**config.mk**
```make
export PLATFORM = sky130hd
export DESIGN_NAME = regfile_sb
export DESIGN_NICKNAME = d
export VERILOG_FILES = /design/src/rtl/regfile_sb.sv
export SDC_FILE = /design/constraint.sdc
export NUM_CORES = 2
export LEC_CHECK = 0
export CAP_MARGIN = 20
export CORE_MARGIN = 4
export CORE_UTILIZATION = 39
export CTS_CLUSTER_DIAMETER = 200
export DETAILED_ROUTE_END_ITERATION = 10
export PLACE_DENSITY = 0.64
export SLEW_MARGIN = 5
export SYNTH_ARGS = -nofsm -noshare
export SYNTH_HDL_FRONTEND = slang
export SYNTH_SLANG_ARGS = --single-unit
```
**constraint.sdc**
```tcl
create_clock -name clock -period 33.2 [get_ports clock]
set_input_delay 4.98 -clock clock [delete_from_list [all_inputs] [get_ports clock]]
set_output_delay 4.98 -clock clock [all_outputs]
set_load 0.05 [all_outputs]
```
**src/rtl/regfile_sb.sv**
```systemverilog
// regfile_sb: register file with hardwired-zero r0, debug tap and busy scoreboard; REGFILE_BYPASS_EN enables write-to-read forwarding
module regfile_sb #(
  parameter int DATA_WIDTH = 32,
  parameter int ADDR_WIDTH = 5,
  parameter int TAP_REG    = 29
) (
  input  logic                  clock,
  input  logic                  ctrl_reset,
  input  logic                  ctrl_writeEnable,
  input  logic [ADDR_WIDTH-1:0] ctrl_writeReg,
  input  logic [DATA_WIDTH-1:0] data_writeReg,
  input  logic [ADDR_WIDTH-1:0] ctrl_readRegA,
  input  logic [ADDR_WIDTH-1:0] ctrl_readRegB,
  output logic [DATA_WIDTH-1:0] data_readRegA,
  output logic [DATA_WIDTH-1:0] data_readRegB,
  output logic [DATA_WIDTH-1:0] data_tap,
  input  logic                  ctrl_markBusy,
  input  logic [ADDR_WIDTH-1:0] ctrl_busyReg,
  output logic                  busyA,
  output logic                  busyB,
  output logic                  busy_any
);
  localparam int NUM_REGS = 2 ** ADDR_WIDTH;
  localparam logic [ADDR_WIDTH-1:0] TAP = ADDR_WIDTH'(TAP_REG);
  logic [DATA_WIDTH-1:0] regs [NUM_REGS];
  logic [NUM_REGS-1:0] busy, busy_next;
  logic wr_ok, mark_ok;
  assign wr_ok   = ctrl_writeEnable && ctrl_writeReg != '0;
  assign mark_ok = ctrl_markBusy && ctrl_busyReg != '0;
  // clear by writeback first, then set by issue, so a same-edge set wins
  always_comb begin
    busy_next = busy;
    if (ctrl_writeEnable) busy_next[ctrl_writeReg] = 1'b0;
    if (mark_ok) busy_next[ctrl_busyReg] = 1'b1;
  end
  always_ff @(posedge clock or posedge ctrl_reset) begin
    if (ctrl_reset) begin
      for (int i = 0; i < NUM_REGS; i++) regs[i] <= '0;
      busy <= '0;
    end else begin
      if (wr_ok) regs[ctrl_writeReg] <= data_writeReg;
      busy <= busy_next;
    end
  end
  assign busy_any = |busy;
`ifdef REGFILE_BYPASS_EN
  logic hit_a, hit_b, hit_t;
  assign hit_a = wr_ok && ctrl_writeReg == ctrl_readRegA;
  assign hit_b = wr_ok && ctrl_writeReg == ctrl_readRegB;
  assign hit_t = wr_ok && ctrl_writeReg == TAP;
  assign data_readRegA = hit_a ? data_writeReg : regs[ctrl_readRegA];
  assign data_readRegB = hit_b ? data_writeReg : regs[ctrl_readRegB];
  assign data_tap      = hit_t ? data_writeReg : regs[TAP];
  assign busyA = hit_a ? (ctrl_markBusy && ctrl_busyReg == ctrl_readRegA) : busy[ctrl_readRegA];
  assign busyB = hit_b ? (ctrl_markBusy && ctrl_busyReg == ctrl_readRegB) : busy[ctrl_readRegB];
`else
  assign data_readRegA = regs[ctrl_readRegA];
  assign data_readRegB = regs[ctrl_readRegB];
  assign data_tap      = regs[TAP];
  assign busyA = busy[ctrl_readRegA];
  assign busyB = busy[ctrl_readRegB];
`endif
endmodule

```
==> impl_metrics.csv <==
group,metric,value,unit
flow_run,drv_cap,0,
sta,drv_slew,0,
route,route.detailed.drc,0,
worst_setup_path,cp_top_family,"buffers and inverters",
yosys,ys_types,36,
placed_design,dp_hpwl,93600,um
sta,fin_crit,14.78,ns
clocking,cts_tree,"built",
outcome,status,"finished, final reports clean",
yosys,netlist_area,57500,um2
sta,relSlewSlack,17.3,%
clocking,clkTransAtPathRegs,0.06,ns
floorplanning,dieArea,154000,um2
route,wl_met1,81300,um
yosys,yosysWarningCount,0,
sta,tightest_slew,1.24,ns
worst_setup_path,slowest_delay,0.92,ns
clocking,h-tree-depth,3,
worst_setup_path,path_cells,"clkdlybuf4s50_1 -> nor2b_4 -> buf_4 -> buf_4 -> a22o_1 -> nor3_1 -> a31oi_1 -> nand3_1 -> clkdlybuf4s50_1",
yosys,avgSynthCellArea,11.9,um2
route,top_layer_used,"met5",
clocking,ctsHoldBuffers,0,
worst_setup_path,critPathBufInv,4,
sta,grt_setup_unrepaired,"false",
placed_design,routabilityCongestion,0.781,
sta,setup_viol,0,
clocking,cts_setup_buffers,0,
yosys,synth_top_cell_by_area,"dfrtp_1",
power_and_ir_drop,leakage,29.6,nW
worst_setup_path,path_class,"in2out",
final_layout,multiInputGateArea,28900,um2
final_layout,area_growth,11.4,%
yosys,async_flop_share,100,%
sta,finalSetupTns,0,ns
final_layout,drive_gt1_share,27.4,%
floorplanning,initial_core_util,39.4,%
clocking,clk_latency,0.74,ns
hold_path,hp-class,"reg2reg",
grt,grt_pass1_vias,40100,
route,vias,40000,
clocking,cts_buffer_depth,3,
worst_setup_path,cp_slowest_cell,"buf_4",
worst_setup_path,cp.arrival,9.80,ns
yosys,ys_seq_area_share,46.0,%
route,dr.pass1.iters,5,
floorplanning,die_w,392,um
grt,grt_overflow,0,
final_layout,nNetsFinal,4708,
yosys,synthCells,4824,
placed_design,portBuffers,154,
clocking,cts_resized,0,
sta,hold_viol,0,
grt,grt_usage,22.9,%
floorplanning,ios,155,
yosys,synth_top_area_share,46.0,%
worst_setup_path,startpoint_type,"input pin",
worst_setup_path,required,28.22,ns
sta,fmax,67.7,MHz
floorplanning,rows,140,
final_layout,utilization,43.9,%
route,routed-wl-met2,81700,um
route,drt_iter0_drc,3556,
route,wl_per_cell,26.9,um
grt,grt_pass1_wl,268000,um
sta,finalClockSkew,0,ns
yosys,yosysMostFrequentCell,"dfrtp_1",
route,routed_wl,179000,um
yosys,netlist_top_cells_count,"dfrtp_1, mux2i_1, mux2_2",
yosys,syn_nets,4880,
sta,min_period_over_period,44.5,%
final_layout,fillers,13600,
power_and_ir_drop,pwr_density_cell,60.5,nW/um2
final_layout,diodes,0,
yosys,synthFlopType,"dfrtp_1",
power_and_ir_drop,ir_worst_vdd,0.0492,mV
yosys,synth_edf_count,0,
clocking,numCtsBuffers,112,
clocking,cts-root-buf,"clkbuf_16",
worst_setup_path,path_max_fanout,63,
final_layout,ff_latch_area,26400,um2
yosys,ys_seq_elements,1056,
route,ant_nets,0,
grt,grt_max_degree,177,
clocking,cts.sinks,1056,
route,routed-wl-met3,10600,um
yosys,ys_top_cells_by_area,"dfrtp_1, mux2_2, mux2i_1",
floorplanning,core_area,146000,um2
route,vias_per_cell,6.01,
floorplanning,die_h,392,um
worst_setup_path,cp-end-kind,"output port",
grt,antenna_found_initial,8,
-- power breakdown --
part | internal, mW | total [mW] | switching (mW)
Sequential | 1.53 | 1.72 | 0.189
Combinational | 0.399 | 0.816 | 0.417
Clock | 0.793 | 1.34 | 0.547
Total | 2.73 | 3.88 | 1.15
-- worst paths after layout --
path                                        from                end  slack [ns]  cells after the start
worst max-delay path            ctrl_readRegA[0]  data_readRegA[28]       18.42                      9
max in group asynchronous             ctrl_reset       data_tap[11]       24.91                      6
worst min register to register        regs[1014]         regs[1014]        0.40                      0
worst min-delay path                  regs[1014]         regs[1014]        0.40                      0
min in group asynchronous             ctrl_reset          regs[123]        4.65                      2
worst max register to register      data_tap[28]       data_tap[28]       32.22                      1
-- logic make-up after synthesis --
logic type	after synthesis	share of synthesized area [%]
flops	1056	46.0
compound gates	643	7.58
mux	2046	37.8
simple gates	554	4.52
buf+inv	525	4.16
-- stage by stage --
stage	instances	setup WS, ns	power (mW)	hold slack (ns)	area, um2
4_1_cts	6652	18.48	3.89	0.401	63900
5_1_grt	6662	18.39	4.06	0.408	64100
3_5_place_dp	6445	18.48	2.55	0.388	60000
6_report	6662	18.42	3.88	0.400	64100
2_1_floorplan	4824	13.66	2.33	0.449	57500
3_3_place_gp	6445	18.54	2.52	0.385	60000
-- layer usage --
| layer | vias to the layer above | GRT usage [%] |
|---|---|---|
| met5 | - | 0 |
| met1 | 21100 | 32.6 |
| met3 | 273 | 3.41 |
| li1 | 17400 | - |
| met4 | 6 | 7.65 |
| met2 | 1268 | 35.8 |
-- placed cells by master, fill, tap and decap left out, types with 21 or more instances in the layout --
| cell type | Yosys | routed |
|---|---|---|
| a21oi_1 | 198 | 198 |
| a22o_1 | 147 | 147 |
| a22oi_1 | 198 | 198 |
| a31oi_1 | 66 | 66 |
| buf_4 | 53 | 65 |
| clkbuf_1 | 245 | 21 |
| clkbuf_16 | 0 | 113 |
| clkbuf_8 | 0 | 34 |
| clkdlybuf4s50_1 | 0 | 152 |
| dfrtp_1 | 1056 | 1056 |
| mux2_2 | 976 | 976 |
| mux2i_1 | 1054 | 1054 |
| nand2_1 | 217 | 200 |
| nand3_1 | 202 | 202 |
| nor3_1 | 68 | 68 |
| o21ai_0 | 30 | 30 |
-- registers in the layout, summed over array words and instances, names as in the netlist --
name and flops:
busy 32, data_tap 32, regs 992
-- cell type report --
cell class | count | area share, %
multi-input cells | 3243 | 45.1
flip-flops and latches | 1056 | 41.2
clock buffers | 168 | 5.27
well taps | 1917 | 3.74
repair buffers | 237 | 3.73
clock inverters | 39 | 0.865
inverters | 2 | 0.0176
Note: power is estimated with default switching activity, not from simulation.
